### src/rtl/ic_lshr_ult_search_ctrl.sv
// Sequential witness search for (s >> x) <u t: scans x = 0..WIDTH, one candidate per cycle.
// Optional IC_LSHR_ULT_CHECK_EN adds rsp_ic_mismatch against the closed form (t != 0).
module ic_lshr_ult_search_ctrl #(
    parameter int WIDTH = 4,
    parameter int CNT_W = 16
) (
    input  logic             clk,
    input  logic             rst,
    input  logic             req_valid,
    output logic             req_ready,
    input  logic [WIDTH-1:0] req_s,
    input  logic [WIDTH-1:0] req_t,
    output logic             rsp_valid,
    input  logic             rsp_ready,
    output logic             rsp_found,
    output logic [WIDTH-1:0] rsp_x,
    output logic [WIDTH:0]   rsp_cycles,
`ifdef IC_LSHR_ULT_CHECK_EN
    output logic             rsp_ic_mismatch,
`endif
    output logic [CNT_W-1:0] sat_count
);

    typedef enum logic [1:0] {
        IDLE   = 2'd0,
        SEARCH = 2'd1,
        RESP   = 2'd2
    } state_t;

    localparam logic [WIDTH:0]   CAND_LAST = (WIDTH+1)'(WIDTH);
    localparam logic [WIDTH:0]   CAND_ONE  = (WIDTH+1)'(1);
    localparam logic [CNT_W-1:0] CNT_ONE   = CNT_W'(1);
    localparam logic [CNT_W-1:0] CNT_MAX   = '1;

    state_t           r_state;
    logic [WIDTH-1:0] r_s;
    logic [WIDTH-1:0] r_t;
    logic [WIDTH:0]   r_cand;
    logic             r_req_ready;
    logic             r_rsp_valid;
    logic             r_rsp_found;
    logic [WIDTH-1:0] r_rsp_x;
    logic [WIDTH:0]   r_rsp_cycles;
    logic [CNT_W-1:0] r_sat_count;

    logic [WIDTH-1:0] w_shifted;
    logic             w_hit;

    // Shift amounts of WIDTH or more shift everything out and give 0.
    assign w_shifted = r_s >> r_cand;
    assign w_hit     = (w_shifted < r_t);

`ifdef IC_LSHR_ULT_CHECK_EN
    logic r_ic_mismatch;
    logic w_ic_closed;

    assign w_ic_closed     = (r_t != '0);
    assign rsp_ic_mismatch = r_ic_mismatch;

    always_ff @(posedge clk or posedge rst) begin
        if (rst) begin
            r_ic_mismatch <= 1'b0;
        end else if (r_state == SEARCH && (w_hit || r_cand == CAND_LAST)) begin
            r_ic_mismatch <= (w_hit != w_ic_closed);
        end
    end

    a_ic_match: assert property (@(posedge clk) disable iff (rst)
        !(r_rsp_valid && r_ic_mismatch))
        else $error("search result disagrees with invertibility condition t != 0");
`endif

    always_ff @(posedge clk or posedge rst) begin
        if (rst) begin
            r_state      <= IDLE;
            r_s          <= '0;
            r_t          <= '0;
            r_cand       <= '0;
            r_req_ready  <= 1'b1;
            r_rsp_valid  <= 1'b0;
            r_rsp_found  <= 1'b0;
            r_rsp_x      <= '0;
            r_rsp_cycles <= '0;
            r_sat_count  <= '0;
        end else begin
            case (r_state)
                IDLE: begin
                    if (req_valid && r_req_ready) begin
                        r_s         <= req_s;
                        r_t         <= req_t;
                        r_cand      <= '0;
                        r_req_ready <= 1'b0;
                        r_state     <= SEARCH;
                    end
                end
                SEARCH: begin
                    if (w_hit) begin
                        r_rsp_found  <= 1'b1;
                        r_rsp_x      <= r_cand[WIDTH-1:0];
                        r_rsp_cycles <= r_cand + CAND_ONE;
                        r_rsp_valid  <= 1'b1;
                        r_state      <= RESP;
                    end else if (r_cand == CAND_LAST) begin
                        r_rsp_found  <= 1'b0;
                        r_rsp_x      <= '0;
                        r_rsp_cycles <= CAND_LAST + CAND_ONE;
                        r_rsp_valid  <= 1'b1;
                        r_state      <= RESP;
                    end else begin
                        r_cand <= r_cand + CAND_ONE;
                    end
                end
                RESP: begin
                    if (rsp_ready) begin
                        r_rsp_valid <= 1'b0;
                        r_req_ready <= 1'b1;
                        r_state     <= IDLE;
                        if (r_rsp_found && r_sat_count != CNT_MAX) begin
                            r_sat_count <= r_sat_count + CNT_ONE;
                        end
                    end
                end
                default: begin
                    r_state     <= IDLE;
                    r_req_ready <= 1'b1;
                    r_rsp_valid <= 1'b0;
                end
            endcase
        end
    end

    assign req_ready  = r_req_ready;
    assign rsp_valid  = r_rsp_valid;
    assign rsp_found  = r_rsp_found;
    assign rsp_x      = r_rsp_x;
    assign rsp_cycles = r_rsp_cycles;
    assign sat_count  = r_sat_count;

endmodule

### config.mk
export PLATFORM = sky130hd
export DESIGN_NAME = ic_lshr_ult_search_ctrl
export DESIGN_NICKNAME = d
export VERILOG_FILES = /design/src/rtl/ic_lshr_ult_search_ctrl.sv
export SDC_FILE = /design/constraint.sdc
export NUM_CORES = 1
export LEC_CHECK = 0
export BUFFER_PORTS_ARGS = -buffer_cell sky130_fd_sc_hd__buf_2
export CAP_MARGIN = 0
export CORE_UTILIZATION = 45
export DETAILED_ROUTE_END_ITERATION = 16
export PLACE_DENSITY = 0.77
export SLEW_MARGIN = 20
export SYNTH_ARGS = -nofsm -noshare
export SYNTH_HDL_FRONTEND = slang
export SYNTH_SLANG_ARGS = --single-unit
export TNS_END_PERCENT = 1
### constraint.sdc
create_clock -name clk -period 4 [get_ports clk]
set_input_delay 0.2 -clock clk [delete_from_list [all_inputs] [get_ports clk]]
set_output_delay 0.2 -clock clk [all_outputs]
set_load 0.005 [all_outputs]
==> impl_results.md <==
* Final ANT Viol Nets at 0
* Row count at 25
* Drt total wl at 4380 microns
* Chip Width at 72.4 microns
* Port-buffer cells at 39
* Initial antenna violation count at 0
* CTS sink count at 43
* Layout cells sized above 1 at 0.233
* Final clock skew at 5.25 ps
* CTS tree: built
* FF-to-FF End: r_cand[2]
* Commonest register cell after synthesis: dfrtp_1
* Synth async-reset ratio at 1.00
* GR Overflow Total at 0
* Leak at 1.29 nW
* Core Region at 4750 sq um
* Placed cell area at 2480 sq um
* Ports at 40
* Worst-path clk slew at 80 ps
* Root Buffer: clkbuf_8
* Slew Viols, Final at 0
* Diode count at 0
* Fin cells at 320
* First-pass GRT wire length at 7220 microns
* R2R Setup Slk at 1400 ps
* WL met2 at 2150 microns
* Setup crit end kind: flop
* Final Hold Fails at 0
* Max IR drop VDD at 0.336 mV
* WP depth at 7
* Final worst slack at 1400 ps
* PD cells at 505 nW/um^2
* Core Util, Final at 0.540
* Met3 wire len at 187 microns
* DR DRC count at 0
* Hold-fix buffers, CTS at 0
* Worst-Margin Slew at 735 ps
* Via density at 5.30
* Required @ worst endpoint at 4200 ps
* Area growth syn-to-layout at 15.0%
* Crit path kind: reg2reg
* Slowest CP cell: o31ai_1
* CP peak stage delay at 550 ps
* Routed via count at 1,695
* Setup violators final at 0
* Worst skew pair latency at 300 ps
* GRT Total Usage at 0.179
* Hold crit path type: in2async
* Hpwl dp at 3130 microns
* Startpoint types: flop
* Min Tclk post-route at 2600 ps
* Critical path arrival at 2800 ps
* Status: complete, no violations
* RSZ-0062 raised after global routing: false
* Max Root-Sink Buffers at 2
* Vias in the first global route at 1,620
* Synth warn at 0
* Die H at 72.4 microns
* Final worst path period share at 0.651
* Highest clock rate at 384 MHz
* # nets final at 270
* Netlist cell types at 48
* Filler instances at 448
* Setup TNS at 0 ps
* R2r worst-path depth at 7
* Post-CTS setup repair buffer count at 0
* Design area at 2570 sq um
* Largest net degree at the start of global routing at 44
* Post-synth EDFFs at 0
* H-tree levels at 2
* Syn Inst Count at 212
* #FFs+latches synth at 43
* Mapped Avg Cell Area at 10.5 sq um
* Drt pass-1 iters at 4
* Routed len/inst at 13.7 microns
* Starting Density at 0.469
* CTS buffer count at 5
* Max-cap viol count at 0
* Slew HR at 0.509
* Fin Hold WS at 23.4 ps
* Post-layout power at 1.30 mW
* Crit-path leading delay family: compound AO/OA/AOI/OAI gates
* Crit Path Max Fanout at 8
* Post-place setup slack at 1410 ps
* Critical-path cell list: nor3_2, and4_1, ha_1, and2_1, o31ai_1, o31ai_1, o221ai_1
* CP dominant cell by count: o31ai_1
* Die ar. at 5250 sq um
* Buf/Inv on CP at 0
* Post-Place Cells at 312
* Syn Nets at 230
* Max layer used: met4
* DRT iter0 DRCs at 44
* WL met1 at 1990 microns
* Placer Congestion at 0.803
* PostCTS Resize Cnt at 0
* Mapped Area at 2230 sq um
* Seq/Total Area, Yosys at 0.483
* Reg2Reg Launch Point: r_cand[2]
synth_stat cells (2+ instances only):
cell type,number,area share
nor2_1,7,0.012
nor3_1,3,0.0067
nand3_1,8,0.018
ha_1,6,0.034
nor2b_1,3,0.0084
dfrtp_1,42,0.47
a21oi_1,7,0.016
o31ai_1,4,0.013
and3_1,2,0.0056
xnor2_1,4,0.016
xor2_1,11,0.043
o41ai_1,2,0.0078
nand4_1,3,0.0084
and4_1,3,0.012
mux2i_1,12,0.054
clkbuf_1,5,0.0084
nand2_1,35,0.059
nor4_1,2,0.0056
a221o_1,2,0.0090
and2_1,4,0.011
o21ai_0,5,0.011
a31oi_1,2,0.0056
a2111oi_0,3,0.012
mux2_2,2,0.010
inv_1,11,0.018
nor4bb_1,2,0.0090
routing by layer:
metal,vias up,global-route usage
met5,-,0
met4,0,0.0697
met2,39,0.306
li1,837,-
met1,811,0.220
met3,8,0.0417
final cells by class:
type	count	area, sq um	share of cell area
clock buffer	7	76.3	0.0297
inverter	11	41.3	0.0161
sequential	43	1080	0.420
timing repair buffer	41	210	0.0819
tap	67	83.8	0.0327
clock inverter	1	5.00	0.00195
multi-input combinational	150	1070	0.418
cells in the final DEF (no fill, tap or decap), types with 2 or more instances in the layout:
master | Yosys | final
and3_1 | 2 | 2
a221o_1 | 2 | 2
mux2_2 | 2 | 2
and2_1 | 4 | 4
buf_4 | 0 | 2
o31ai_1 | 4 | 4
mux2i_1 | 12 | 12
nand4_1 | 3 | 3
and4_1 | 3 | 3
inv_1 | 11 | 11
a21oi_1 | 7 | 7
clkbuf_8 | 0 | 5
xnor2_1 | 4 | 4
nand3_1 | 8 | 8
ha_1 | 6 | 6
a2111oi_0 | 3 | 3
nor2_1 | 7 | 7
nand2_1 | 35 | 35
nor3_1 | 3 | 3
a31oi_1 | 2 | 2
o21ai_0 | 5 | 5
clkbuf_1 | 5 | 2
xor2_1 | 11 | 11
nor2b_1 | 3 | 3
o41ai_1 | 2 | 2
buf_2 | 1 | 39
nor4_1 | 2 | 2
dfrtp_1 | 42 | 42
worst reg2reg max path: cells and delay by family, from the launching register on:
family / cells / cell delay, ps
compound gates: 3 / 1000
fa+ha+maj: 1 / 240
simple gates: 3 / 810
flops: 1 / 460
sequential cells by signal (all words and copies together), names as in the netlist:
name        count
sat_count      16
rsp_found       1
rsp_valid       1
rsp_x           4
r_s             4
req_ready       1
r_state         2
r_cand          5
rsp_cycles      5
r_t             4
power by group:
| group | total, mW | internal (mW) | switching [mW] |
|---|---|---|---|
| combinational | 0.377 | 0.185 | 0.192 |
| clock | 0.268 | 0.123 | 0.146 |
| sequential | 0.651 | 0.548 | 0.103 |
| total | 1.30 | 0.855 | 0.441 |
worst max-delay path by stage:
stage / startpoint / endpoint
2_1_floorplan: r_cand[2] / r_cand[1]
3_3_place_gp: r_cand[0] / r_cand[2]
3_5_place_dp: r_cand[2] / r_cand[1]
4_1_cts: r_cand[2] / r_cand[1]
5_1_grt: r_cand[2] / r_cand[1]
6_report: r_cand[2] / r_cand[2]
cell families after synthesis:
group	synth area share
AND/OR/NAND/NOR	0.191
flip-flops	0.483
AO/OA/AOI/OAI	0.117
buffers and inverters	0.0432
XOR/XNOR	0.0589
multiplexers	0.0740
adder cells (fa/ha/maj)	0.0336
(Power assumes the default switching activity.)
